<file path="config.mk">
export PLATFORM = sky130hd
export DESIGN_NAME = ctrl_pipe
export DESIGN_NICKNAME = d
export VERILOG_FILES = /design/src/rtl/rv_ctrl_pkg.sv /design/src/rtl/ctrl_pipe_forward_unit.sv /design/src/rtl/ctrl_pipe.sv
export SDC_FILE = /design/constraint.sdc
export NUM_CORES = 1
export LEC_CHECK = 0
export CAP_MARGIN = 25
export CORE_MARGIN = 8
export CORE_UTILIZATION = 48
export CTS_CLUSTER_DIAMETER = 30
export CTS_CLUSTER_SIZE = 8
export DETAILED_ROUTE_END_ITERATION = 7
export GPL_ROUTABILITY_DRIVEN = 0
export PLACE_DENSITY = 0.82
export SLEW_MARGIN = 20
export SYNTH_ARGS = -nofsm -noshare
export SYNTH_HDL_FRONTEND = slang
export SYNTH_SLANG_ARGS = --single-unit
</file>
<file path="constraint.sdc">
create_clock -name clk -period 2.96 [get_ports clk]
set_input_delay 0.888 -clock clk [delete_from_list [all_inputs] [get_ports clk]]
set_output_delay 0.888 -clock clk [all_outputs]
set_load 0.03 [all_outputs]
</file>
<file path="src/rtl/rv_ctrl_pkg.sv">
// Shared types for the RV32I pipeline control path: decoded control word,
// per-stage register layouts, forwarding select encoding and opcodes.
package rv_ctrl_pkg;

  typedef struct packed {
    logic       alusrc;
    logic       memtoreg;
    logic       regwrite;
    logic       memread;
    logic       memwrite;
    logic       branch;
    logic [1:0] aluop;
  } ctrl_t;

  localparam ctrl_t CTRL_NOP = 8'h00;

  typedef enum logic [1:0] {
    FWD_RF  = 2'b00,
    FWD_WB  = 2'b01,
    FWD_MEM = 2'b10
  } fwd_sel_t;

  localparam logic [6:0] OPC_R      = 7'b0110011;
  localparam logic [6:0] OPC_LOAD   = 7'b0000011;
  localparam logic [6:0] OPC_STORE  = 7'b0100011;
  localparam logic [6:0] OPC_BRANCH = 7'b1100011;
  localparam logic [6:0] OPC_OPIMM  = 7'b0010011;

  typedef struct packed {
    logic       valid;
    ctrl_t      ctrl;
    logic [4:0] rd;
    logic [4:0] rs1;
    logic [4:0] rs2;
  } idex_t;

  // Later stages carry only the control fields still consumed downstream.
  typedef struct packed {
    logic       valid;
    logic       memtoreg;
    logic       regwrite;
    logic       memread;
    logic       memwrite;
    logic [4:0] rd;
  } exmem_t;

  typedef struct packed {
    logic       valid;
    logic       memtoreg;
    logic       regwrite;
    logic [4:0] rd;
  } memwb_t;

  localparam idex_t  IDEX_BUBBLE  = '0;
  localparam exmem_t EXMEM_BUBBLE = '0;
  localparam memwb_t MEMWB_BUBBLE = '0;

endpackage

</file>
<file path="src/rtl/ctrl_pipe_forward_unit.sv">
// EX-operand forwarding select; EX/MEM result wins over MEM/WB, x0 never forwards.
module forward_unit
  import rv_ctrl_pkg::*;
(
  input  logic [4:0] ex_rs1,
  input  logic [4:0] ex_rs2,
  input  logic       mem_regwrite,
  input  logic [4:0] mem_rd,
  input  logic       wb_regwrite,
  input  logic [4:0] wb_rd,
  output fwd_sel_t   forward_a,
  output fwd_sel_t   forward_b
);

  function automatic fwd_sel_t select_src(input logic [4:0] rs);
    fwd_sel_t sel;
    sel = FWD_RF;
    if (mem_regwrite && (mem_rd != 5'd0) && (mem_rd == rs)) begin
      sel = FWD_MEM;
    end else if (wb_regwrite && (wb_rd != 5'd0) && (wb_rd == rs)) begin
      sel = FWD_WB;
    end
    return sel;
  endfunction

  assign forward_a = select_src(ex_rs1);
  assign forward_b = select_src(ex_rs2);

endmodule

</file>
<file path="src/rtl/ctrl_pipe.sv">
// Control-word pipeline ID/EX -> EX/MEM -> MEM/WB with load-use stall,
// branch flush, global hold and forwarding selection.
module ctrl_pipe
  import rv_ctrl_pkg::*;
(
  input  logic       clk,
  input  logic       rst_n,
  input  logic       hold,
  input  logic       id_valid,
  input  logic [7:0] id_ctrl,
  input  logic       id_uses_rs2,
  input  logic [4:0] id_rs1,
  input  logic [4:0] id_rs2,
  input  logic [4:0] id_rd,
  input  logic       ex_zero,
  output logic [7:0] ex_ctrl,
  output logic [4:0] ex_rs1,
  output logic [4:0] ex_rs2,
  output logic       mem_memread,
  output logic       mem_memwrite,
  output logic       mem_regwrite,
  output logic [4:0] mem_rd,
  output logic       wb_regwrite,
  output logic       wb_memtoreg,
  output logic [4:0] wb_rd,
  output logic       pc_stall,
  output logic       if_id_flush,
  output logic       branch_taken,
  output logic [1:0] forward_a,
  output logic [1:0] forward_b
);

  idex_t    ex_q, ex_d;
  exmem_t   mem_q, mem_d;
  memwb_t   wb_q, wb_d;
  ctrl_t    id_ctrl_s;
  logic     take_branch;
  logic     load_use;
  fwd_sel_t fwd_a, fwd_b;

  assign id_ctrl_s = ctrl_t'(id_ctrl);

  // A held pipeline cannot redirect; the branch resolves once hold drops.
  assign take_branch = ~hold & ex_q.valid & ex_q.ctrl.branch & ex_zero;

  assign load_use = ex_q.valid & ex_q.ctrl.memread & (ex_q.rd != 5'd0) & id_valid &
                    ((ex_q.rd == id_rs1) | (id_uses_rs2 & (ex_q.rd == id_rs2)));

  always_comb begin
    ex_d  = ex_q;
    mem_d = mem_q;
    wb_d  = wb_q;
    if (!hold) begin
      wb_d = '{valid: mem_q.valid, memtoreg: mem_q.memtoreg,
               regwrite: mem_q.regwrite, rd: mem_q.rd};
      mem_d = '{valid: ex_q.valid, memtoreg: ex_q.ctrl.memtoreg,
                regwrite: ex_q.ctrl.regwrite, memread: ex_q.ctrl.memread,
                memwrite: ex_q.ctrl.memwrite, rd: ex_q.rd};
      // id_ctrl is only sampled on a real instruction, so X never enters.
      if (take_branch || load_use || !id_valid) begin
        ex_d = IDEX_BUBBLE;
      end else begin
        ex_d = '{valid: 1'b1, ctrl: id_ctrl_s, rd: id_rd, rs1: id_rs1, rs2: id_rs2};
      end
    end
  end

  always_ff @(posedge clk or negedge rst_n) begin
    if (!rst_n) begin
      ex_q  <= IDEX_BUBBLE;
      mem_q <= EXMEM_BUBBLE;
      wb_q  <= MEMWB_BUBBLE;
    end else begin
      ex_q  <= ex_d;
      mem_q <= mem_d;
      wb_q  <= wb_d;
    end
  end

  assign ex_ctrl      = ex_q.valid ? ex_q.ctrl : CTRL_NOP;
  assign ex_rs1       = ex_q.rs1;
  assign ex_rs2       = ex_q.rs2;
  assign mem_memread  = mem_q.valid & mem_q.memread;
  assign mem_memwrite = mem_q.valid & mem_q.memwrite;
  assign mem_regwrite = mem_q.valid & mem_q.regwrite;
  assign mem_rd       = mem_q.rd;
  assign wb_regwrite  = wb_q.valid & wb_q.regwrite;
  assign wb_memtoreg  = wb_q.valid & wb_q.memtoreg;
  assign wb_rd        = wb_q.rd;

  assign branch_taken = take_branch;
  assign if_id_flush  = take_branch;
  assign pc_stall     = hold | (load_use & ~take_branch);

  forward_unit u_fwd (
    .ex_rs1       (ex_q.rs1),
    .ex_rs2       (ex_q.rs2),
    .mem_regwrite (mem_regwrite),
    .mem_rd       (mem_rd),
    .wb_regwrite  (wb_regwrite),
    .wb_rd        (wb_rd),
    .forward_a    (fwd_a),
    .forward_b    (fwd_b)
  );

  assign forward_a = fwd_a;
  assign forward_b = fwd_b;

endmodule

</file>
==> results of run 1 <==
-- registers in the layout (all words and copies together), names as in the netlist --
register / cells
ex_q: 14
ex_rs1: 5
ex_rs2: 5
mem_q: 5
mem_rd: 5
wb_q: 3
wb_rd: 5
-- cells by family (layout without fill, tap and decap cells) --
logic type,Yosys count,count (layout),share of synthesized area [%]
AO/OA/AOI/OAI,54,54,18.3
XOR/XNOR,30,30,10.5
buffers and inverters,37,99,9.72
flip-flops,42,42,42.1
multiplexers,18,18,8.12
AND/OR/NAND/NOR,54,54,11.2
-- per-layer routing --
metal / track usage [%] / part of all wire, % / vias to the layer above
met5: 0 / 0 / -
li1: - / - / 948
met3: 3.75 / 5.4 / 7
met1: 20.0 / 43 / 957
met4: 5.53 / 1.2 / 0
met2: 28.2 / 51 / 65
-- through the flow --
stage                     power, mW  instances
final                          2.12        367
after global routing           2.24        367
after global placement         1.55        354
after CTS                      2.11        362
after detailed placement       1.57        354
after floorplan                1.32        235
-- power by group through the flow --
stage          clock network [mW]  registers, mW  logic, mW
6_report                    0.538          0.801      0.784
2_1_floorplan                   0          0.773      0.546
3_3_place_gp                    0          0.805      0.749
5_1_grt                     0.583          0.820      0.833
3_5_place_dp                    0          0.811      0.763
4_1_cts                     0.552          0.799      0.761
-- what timing repair did --
item,4_1_cts,5_1_grt
gates cloned,0,0
setup endpoints to repair,4,3
pin swaps,2,6
hold buffers,0,0
endpoints found under the hold margin,0,0
buffers inserted,0,5
resized for setup,13,9
-- worst register-to-register path: stages (launching register included) --
cell,delay [ps]
dfrtp_1,470
or4_4,590
o211ai_4,180
buf_4,310
a32oi_1,170
o21ai_1,110
-- Yosys cell counts (2+ instances only) --
cell type,n,area (sq um)
dfrtp_1,42,1050
nand2_1,25,93.8
a32oi_1,23,201
buf_4,21,158
o21ai_2,19,166
mux2_2,18,203
xnor2_1,16,140
xor2_1,14,123
and2_1,13,81.3
buf_2,8,40.0
o21ai_1,6,30.0
clkbuf_1,4,15.0
nand3_1,4,20.0
nor4_1,4,25.0
or4_1,4,30.0
buf_6,2,22.5
-- final cells by class --
| cell class | count | share of cell area [%] |
|---|---|---|
| Multi-Input combinational cell | 156 | 36.9 |
| Sequential cell | 42 | 31.7 |
| Timing Repair Buffer | 90 | 24.5 |
| Tap cell | 70 | 2.63 |
| Clock buffer | 5 | 2.07 |
| Clock inverter | 3 | 2.07 |
| Inverter | 1 | 0.113 |
-- path summary, 6_finish.rpt --
kind	end	slack (ps)
max in group asynchronous	wb_rd[4]	1610
min in group asynchronous	ex_q[22]	720
hold / removal	ex_q[22]	480
setup / recovery	forward_b[0]	100
setup reg to reg	ex_rs2[1]	1080
hold reg to reg	ex_q[22]	480
==> results.yml, run 1 <==
run_status:
  status: "complete, no violations"
drt:
  wl_um: 6320
  post_drt_wl_per_cell_um: 17.2
  antenna_left: 0
  drtIter0Drc: 146
  drc_errors: 0
  dr_total_vias: 1977
  vias_per_cell: 5.39
  dr.pass1.iters: 5
cts:
  cts_tree: "done"
  path_clk_slew_ps: 80
  htreeDepth: 2
  root_buffer: "clkbuf_8"
  clk-insertion-delay-late_ps: 300
  numClockSinks: 42
  cts.path.max_buffers: 2
  cts_inserted_buffers: 5
global_route:
  overflow: 0
  grt_max_degree: 43
  grt_pass1_vias: 1978
  grt_use_total_pct: 16.5
  grt_pass1_wl_um: 9870
  antenna_found_initial: 0
finish:
  antenna_cells: 0
  fin_util_pct: 65.6
  final_common_cell: "clkdlybuf4s50_1"
  fin_area_sq_um: 3330
  fillers: 432
  multiInputGateArea_sq_um: 1230
  seq_area_sq_um: 1060
  nets: 325
  area_growth_pct: 33.4
  final_cell_mix: "clkdlybuf4s50_1, dfrtp_1, buf_4, nand2_1, a32oi_1"
  final_layout_size_suffix_gt1_share_pct: 29.3
critical_path:
  crit_required_ps: 2070
  arrival_ps: 1980
  path_common_cell: "buf_4"
  cp_cell_sequence: "buf_4 > xor2_1 > or4_1 > nor4_2 > buf_4"
  startpoint: "ex_rs2[4]"
  crit_fanout: 3
  cp_slowest_cell: "or4_1"
  r2r-start: "ex_q[11]"
  cpLargestDelayFamily: "simple AND/OR/NAND/NOR gates"
  rr_worst_depth: 5
  worst_setup_path_start_kind: "flop"
  critPathMaxStageDelay_ps: 490
  path_class: "reg -> out"
  cp.depth: 5
  cp_num_buf_inv: 2
  end_kind: "output port"
run:
  max_cap_viol_count: 0
power:
  clkPwrFrac_pct: 25.3
  leakage_nw: 1.38
  vdd_drop_max_uv: 303
  power_frac_comb_pct: 36.9
  switchingPower_uw: 729
  seq_power_share_pct: 37.8
  p_sw_share_pct: 34.3
  cellInternalPower_mw: 1.39
  power-per-cell-area_nw_per_um2: 637
worst_hold_path:
  min_from: "ex_q[22]"
  worstHoldPathCells: 2
  hp-class: "reg -> reg"
placed_design:
  dp_worst_setup_slack_ps: -96.1
  hpwlAfterDp_um: 4540
  io_buffers: 68
  dpl_cell_area_sq_um: 3140
die:
  dieArea_sq_um: 7760
  coreArea_sq_um: 5070
  die_w_um: 88.1
  io_pins: 69
  rows: 26
  start_util_pct: 49.2
  fp.dieH_um: 88.1
timing:
  finalWorstSetupSlack_ps: 95.3
  setup_tns_ps: 0
  hold_viol: 0
  worst_slew_pin_slew_ps: 918
  timing.hold.ws_ps: 482
  fin_skew_ps: 5.20
  period_share_pct: 96.8
  max-slew-margin-rel_pct: 38.8
  final_max_slew_viol_count: 0
  finalSetupViolations: 0
  fmax_mhz: 349
  finalCriticalPeriod_ps: 2860
logic_synthesis:
  postSynthCellCount: 235
  synth_top_flop_cell: "dfrtp_1"
  synth_area_sq_um: 2500
  async_reset_ff_share_pct: 100
  ys_seq_elements: 42
  synth.distinct_cells: 28
  synth.avg_cell_area_sq_um: 10.6
  synth-edff-count: 0
  synth_nets: 264
  seq_area_frac_synth_pct: 42.1
  ys_warn_count: 0
(Power assumes the default switching activity.)
==> inputs of run 2 (changes only) <==
- CORE_MARGIN: 8 -> default
- GPL_TIMING_DRIVEN: default -> 0
==> run 2 against run 1 <==
  * Clock-buffer cell count unchanged
  * Total power down 2.5%
  * Die area down 29%
  * Critical path type is now in -> out
  * Critical endpoint is now pc_stall
  * Highest routed layer unchanged
==> results.yml, run 2 (same netlist as run 1, synthesis figures left out) <==
timing:
  finalCriticalPeriod_ps: 2930
  finalSetupViolations: 0
  grt_setup_unrepaired: "true"
  hold_viol: 0
  fin_skew_ps: 8.67
  worst_slew_pin_slew_ps: 586
  max-slew-margin-rel_pct: 61.0
  fmax_mhz: 341
  timing.hold.ws_ps: 453
  finalWorstSetupSlack_ps: 29.2
  final_max_slew_viol_count: 0
  period_share_pct: 99.0
finish:
  fillers: 359
  antenna_cells: 0
  fin_util_pct: 72.3
  multiInputGateArea_sq_um: 1280
  nets: 347
  largest_reg_flops: 14
  seq_area_sq_um: 1060
  top_register: "ex_q"
  final_common_cell: "clkdlybuf4s50_1"
  final_cell_mix: "clkdlybuf4s50_1, dfrtp_1, buf_4, nand2_1, a32oi_1"
  area_growth_pct: 40.5
  final_layout_size_suffix_gt1_share_pct: 35.4
critical_path:
  end_kind: "output port"
  regToRegSetupSlack_ps: 1100
  crit_required_ps: 2070
  arrival_ps: 2040
  rr_worst_depth: 6
  timing.rr.end: "ex_q[20]"
  r2r-start: "ex_q[11]"
  path_class: "in -> out"
  crit_fanout: 3
  worst_setup_path_start_kind: "input pin"
cts:
  cts_tree: "done"
  clk-insertion-delay-late_ps: 310
  root_buffer: "clkbuf_8"
  htreeDepth: 2
  path_clk_slew_ps: 80
  numClockSinks: 42
  cts.path.max_buffers: 2
  cts_inserted_buffers: 5
placed_design:
  hpwlAfterDp_um: 4580
  io_buffers: 67
  dp_worst_setup_slack_ps: -1120
power:
  power-per-cell-area_nw_per_um2: 590
  vdd_drop_max_uv: 284
  leakage_nw: 1.51
run_status:
  status: "complete, no violations"
global_route:
  grt_pass1_vias: 1982
  grt_pass1_wl_um: 10100
  antenna_found_initial: 0
  grt_max_degree: 33
  grt_use_total_pct: 24.9
  overflow: 0
run:
  max_cap_viol_count: 0
drt:
  vias_per_cell: 5.57
  drc_errors: 0
  dr_total_vias: 2149
  antenna_left: 0
  dr.pass1.iters: 4
  wl_um: 6560
  post_drt_wl_per_cell_um: 17.0
  drtIter0Drc: 158
die:
  start_util_pct: 51.5
  rows: 25
  dieArea_sq_um: 5490
  die_w_um: 74.1
  io_pins: 69
  fp.dieH_um: 74.1
  coreArea_sq_um: 4850
worst_hold_path:
  hp-class: "in -> async"
-- run 2: cell count changes in the layout (fill, tap and decap cells not counted), sizes merged, moves of 2 or more --
cell / previous run / this run
bufinv: 2 / 0
clkbuf: 5 / 12
buf: 29 / 45
dlymetal6s2s: 1 / 6
dlygate4sd2: 11 / 4
-- run 2: final cells by class --
| cell class | instances | share of cell area [%] |
|---|---|---|
| clock buffers | 5 | 1.96 |
| repair buffers | 76 | 21.0 |
| multi-input cells | 156 | 36.5 |
| well taps | 67 | 2.39 |
| clock inverters | 3 | 0.714 |
| flip-flops and latches | 42 | 30.1 |
| plain buffers | 36 | 7.14 |
| inverters | 1 | 0.107 |
-- run 2: through the flow --
step / std cells / power [mW] / cell area (sq um) / setup TNS (ps)
detailed placement: 370 / 1.63 / 3280 / -2110
global placement: 369 / 1.60 / 3260 / -5900
CTS: 380 / 2.03 / 3390 / -182
floorplan: 235 / 1.32 / 2510 / -397
global route: 386 / 2.17 / 3510 / -17.2
finish: 386 / 2.07 / 3510 / 0
-- run 2: worst max path at each step --
stage               cells past startpoint      start  slack (ps)      endpoint
global route                            7  id_rs1[2]         -20      pc_stall
detailed placement                      7  id_rs2[1]       -1120      pc_stall
floorplan                               4   mem_q[9]        -200  forward_b[0]
global placement                        7  id_rs2[1]       -1120      pc_stall
finish                                  7  id_rs1[2]          30      pc_stall
CTS                                     7  id_rs2[4]        -180      pc_stall
-- run 2: power by group --
group / switching (mW) / internal, mW / leakage (nW) / total [mW]
logic: 0.428 / 0.438 / 0.955 / 0.866
registers: 0.135 / 0.676 / 0.515 / 0.811
clock network: 0.222 / 0.170 / 0.0447 / 0.393
-- run 2: timing repair --
item,4_1_cts,5_1_grt
endpoints found under the setup margin,7,7
setup buffers,2,6
pin swaps,1,10
gates resized for setup,35,29
endpoints found under the hold margin,0,0
hold buffers,0,0
-- run 2: critical path, stage by stage --
cell	delay, ps
dlygate4sd2_1	290
xnor2_2	160
nand3_2	120
o22ai_4	220
buf_8	120
a21o_1	110
buf_6	130
-- run 2: per-layer routing --
layer / up-vias / global-route usage [%] / share of wire (%)
li1: 995 / - / -
met1: 1075 / 34.7 / 42
met2: 70 / 38.7 / 51
met3: 9 / 4.74 / 5.6
met4: 0 / 9.40 / 1.1
met5: - / 0 / 0
==> inputs of run 3 (changes only) <==
- CORE_ASPECT_RATIO: default -> 1.4
==> run 3 against run 2 <==
  * Global-route usage decreased by 1.7 points
  * Worst hold slack improved by 37 ps
  * Worst setup slack got worse by 11 ps
  * Sequential share of layout area increased by 0.50 points
  * Utilization is 2.1 points lower
  * Clock-buffer cell count unchanged
  * Register-to-register slack is essentially flat
  * Clock skew shrank 1.9 ps
  * Cell area is 1.5% lower
  * Die area barely moved
  * Flip-flop and latch count stayed put
  * Sequential power barely moved
==> results.yml, run 3 (same netlist as run 1, synthesis figures left out) <==
finish:
  final_layout_size_suffix_gt1_share_pct: 33.1
  instances_no_fill: 381
  area_growth_pct: 38.4
  fin_area_sq_um: 3450
  nets: 345
  final_common_cell: "clkdlybuf4s50_1"
  fin_util_pct: 70.3
  antenna_cells: 0
  final_cell_mix: "clkdlybuf4s50_1, dfrtp_1, buf_4, nand2_1, a32oi_1"
  largest_reg_flops: 14
  top_register: "ex_q"
  fillers: 381
cts:
  cts.path.max_buffers: 2
  cts_hold_buffers: 0
  clk-insertion-delay-late_ps: 300
  path_clk_slew_ps: 90
  htreeDepth: 2
  root_buffer: "clkbuf_8"
  cts_inserted_buffers: 5
  cts_tree: "done"
  numClockSinks: 42
placed_design:
  io_buffers: 67
  dp_cells: 367
  dpl_cell_area_sq_um: 3270
  dp_worst_setup_slack_ps: -1110
  hpwlAfterDp_um: 4410
die:
  coreArea_sq_um: 4920
  rows: 30
  io_pins: 69
  die_w_um: 62.9
  dieArea_sq_um: 5500
  start_util_pct: 50.8
  fp.dieH_um: 87.3
timing:
  fin_skew_ps: 6.82
  fmax_mhz: 340
  finalCriticalPeriod_ps: 2940
  final_max_slew_viol_count: 0
  grt_setup_unrepaired: "true"
  worst_slew_pin_slew_ps: 571
  setup_tns_ps: 0
  period_share_pct: 99.4
  hold_viol: 0
  finalWorstSetupSlack_ps: 17.8
  timing.hold.ws_ps: 490
  max-slew-margin-rel_pct: 61.9
  finalSetupViolations: 0
global_route:
  grt_use_total_pct: 23.3
  globalRouteMet2Util_pct: 42.4
  gr-usage-met1_pct: 28.0
  grt_pass1_wl_um: 9850
  grt_util_met3_pct: 2.88
  grt-busiest-layer: "met2"
  antenna_found_initial: 0
  grt_pass1_vias: 1952
  grt_max_degree: 29
  overflow: 0
drt:
  post_drt_wl_per_cell_um: 15.7
  dr_total_vias: 2081
  wl_um: 5970
  drc_errors: 0
  antenna_left: 0
  drtIter0Drc: 65
  vias_per_cell: 5.46
  dr.pass1.iters: 4
power:
  vdd_drop_max_uv: 323
  leakage_nw: 1.49
  power-per-cell-area_nw_per_um2: 588
  power.total_mw: 2.03
critical_path:
  rr_worst_depth: 7
  path_class: "in -> out"
  crit_required_ps: 2070
  timing.rr.end: "ex_rs1[2]"
  arrival_ps: 2050
  end_kind: "output port"
  r2r-start: "ex_q[10]"
  crit_fanout: 3
  startpoint: "id_rs1[0]"
  regToRegSetupSlack_ps: 1110
  worst_setup_path_start_kind: "input pin"
worst_hold_path:
  hp-class: "in -> async"
run:
  max_cap_viol_count: 0
run_status:
  status: "complete, no violations"
## run 3: cell types whose count changed in the layout (fill, tap and decap cells not counted), moves of 2 or more
cell	delta
buf_4	-2
clkbuf_2	-3
xnor2_2	-3
xnor2_1	+3
## run 3: layout make-up
type | instances | area [sq um] | area share, %
tap | 64 | 80.1 | 2.32
sequential | 42 | 1060 | 30.6
clock buffer | 5 | 68.8 | 1.99
buffer | 36 | 249 | 7.21
clock inverter | 3 | 25.0 | 0.724
timing repair buffer | 74 | 726 | 21.0
multi-input combinational | 156 | 1240 | 36.0
inverter | 1 | 3.75 | 0.109
## run 3: metal layers
metal / vias to the layer above / part of all wire (%)
li1: 992 / -
met1: 991 / 40
met2: 87 / 53
met3: 11 / 4.5
met4: 0 / 2.5
met5: - / 0
## run 3: worst max path at each step
stage / depth (start not counted) / end
after CTS: 7 / pc_stall
after floorplan: 4 / forward_b[0]
after detailed placement: 7 / pc_stall
final: 7 / pc_stall
after global routing: 7 / pc_stall
after global placement: 7 / pc_stall
## run 3: worst max-delay path, cell delays in order
cell and delay, ps:
dlygate4sd2_1 280, xnor2_1 150, nand3_1 140, o22ai_4 230, buf_8 120, a21o_1 120, buf_6 130
## run 3: timing repair
item                                    4_1_cts  5_1_grt
pin swaps                                     2        7
buffers inserted                              5        1
endpoints found under the setup margin        7        6
hold endpoints to repair                      0        0
gates resized for setup                      35       22
## run 3: where the power goes
part	total, mW	internal, mW	switching (mW)	leakage, nW
Combinational	0.835	0.425	0.410	0.929
Sequential	0.809	0.676	0.133	0.514
Clock	0.386	0.170	0.216	0.0447
==> RTL edit, RTL diff (settings of run 3) <==
Make the reset (`rst_n`) synchronous in one clocked block.
--- a/src/rtl/ctrl_pipe.sv
+++ b/src/rtl/ctrl_pipe.sv
@@ -65,7 +65,7 @@
     end
   end
 
-  always_ff @(posedge clk or negedge rst_n) begin
+  always_ff @(posedge clk) begin
     if (!rst_n) begin
       ex_q  <= IDEX_BUBBLE;
       mem_q <= EXMEM_BUBBLE;
Formal check against the unedited RTL: differs if rst_n is asserted again (counterexample within 4 cycles, from zero or initial values and one cycle with rst_n low); with rst_n held inactive, the same outputs for 10 cycles.
==> RTL edit against run 3 <==
Critical path type unchanged; non-clock buffer count shrank 2; cell area shrank 4.1%; critical path depth is the same; sequential cell count is the same; synthesized area shrank 4.2%; routed wire length grew 1.6%; the run now ends with design-rule violations left; final cell count grew 4.5%; hold slack lost 0.017 ns; setup slack gained 0.041 ns.
Power is not compared: it rests on default switching activity, and its combinational part moved more than twofold at a synthesized area within 25%.
==> RTL edit: results (changes against run 3) <==
.. list-table::
   :header-rows: 1

   * - Metric
     - Value
   * - Share of cell area taken by multi-input logic gates
     - 0.404 (+0.0441)
   * - Area fraction in compound gates after synthesis
     - 0.191 (+0.00804)
   * - XOR/XNOR share of the synthesized area
     - 0.110 (+0.00463)
   * - Number of combinational gates with multiple inputs
     - 175 (+12%)
   * - DP Cell Count
     - 388 (+5.7%)
   * - Part of the Yosys area used for sequential elements
     - 0.352 (-0.0694)
   * - Count of placed standard cells in the final layout, fillers left out
     - 398 (+4.5%)
   * - Number of global-route vias before repair
     - 2044 (+4.7%)
   * - Async S/R FF share, synth
     - 0 (-1.00)
   * - Detailed-route vias per instance
     - 5.45 (-0.18%)
   * - Number of search-and-repair iterations in the first detailed-routing pass
     - 6 (+2)
   * - Signal arrival time at the worst endpoint
     - 2.01 ns (-0.04 ns)
   * - Length of routed wiring on met1
     - 2420 um (+0.37%)
   * - Area after DPL
     - 3180 sq um (-3.0%)
   * - Met3 wire len
     - 241 um (-10%)
   * - All-layer global routing usage
     - 0.253 (+0.0203)
   * - Final clock-cell share
     - 0.0344 (+0.00720)
   * - Worst-case reg-to-reg path depth
     - 6 (-1)
   * - Maximum number of pins on one net before global-route repair
     - 15 (-48%)
   * - First-iteration detailed-routing DRC count
     - 87 (+34%)
   * - Post CTS Setup Buffer Count
     - 2 (-3)
   * - Final Instance Area
     - 3310 sq um (-4.1%)
   * - Portion of netlist area occupied by mux cells
     - 0.0754 (-0.00585)
   * - Min-Delay Path Class
     - flop to flop
   * - Count of input and output buffers
     - 68 (+1.5%)
   * - Number of nets at the end of the flow
     - 362 (+4.9%)
   * - Reg-to-reg critical path endpoint
     - ex_rs1[3]$_SDFFE_PN0N_
   * - DR WL met2
     - 3310 um (+5.2%)
   * - CTS resizes
     - 48 (+37%)
   * - Minimum setup slack among reg-to-reg paths
     - 1.24 ns (+0.13 ns)
   * - Violated checks
     - design-rule violations
   * - Mean cell area of the mapped netlist
     - 9.34 sq um (-12%)
   * - Leading cell types by total area after synthesis
     - dfxtp_1, a32oi_1, mux2i_1, o21ai_2, buf_4
   * - Number of non-clock buffers in the layout
     - 108 (-1.8%)
   * - Post-route clock skew
     - 0.00569 ns (-0.00113 ns)
   * - Post-Syn Instances
     - 256 (+8.9%)
   * - First-pass GRT wire length
     - 9940 um (+0.91%)
   * - Status
     - finished, violations left
   * - Pwr per Cell Area
     - 423 nW/um^2
   * - Number of nets in the synthesized netlist
     - 285 (+8.0%)
   * - Leading post-synthesis cells by instance count
     - dfxtp_1, nand2_1, a32oi_1
   * - Detailed-route DRC error count
     - 1 (+1)
   * - Synth Flop Type
     - dfxtp_1
   * - Fraction of layout cells with a size suffix above 1
     - 0.234 (-0.0977)
   * - DP HPWL
     - 4470 um (+1.4%)
   * - Post-detailed-routing wire length
     - 6070 um (+1.6%)
   * - Fill cell total of the finished layout
     - 431 (+13%)
   * - RR Startpoint
     - ex_q[10]$_SDFFE_PN0N_
RTL edit: cell types whose count changed after synthesis:
cell / before / now
clkbuf_1: 4 / 5
and3b_1: 1 / 0
and4b_1: 0 / 1
and2_1: 13 / 14
dfrtp_1: 42 / 0
mux2i_1: 0 / 18
nor2b_1: 0 / 18
o21ai_1: 6 / 7
buf_1: 1 / 2
o21ai_0: 1 / 0
mux2_2: 18 / 0
dfxtp_1: 0 / 42
RTL edit: how the worst max path moves through the flow:
stage              start  endpoint  slack, ns
5_1_grt        id_rs2[4]  pc_stall     -0.008
6_report       id_rs2[3]  pc_stall       0.06
2_1_floorplan  id_rs1[4]  pc_stall       0.09
3_3_place_gp   id_rs1[0]  pc_stall      -1.12
3_5_place_dp   id_rs1[0]  pc_stall      -1.11
4_1_cts        id_rs1[4]  pc_stall      0.009
RTL edit: layer usage:
layer	up-vias	global-route usage
li1	1047	-
met1	1035	0.305
met2	80	0.440
met3	8	0.0407
met4	0	0.0848
met5	-	0
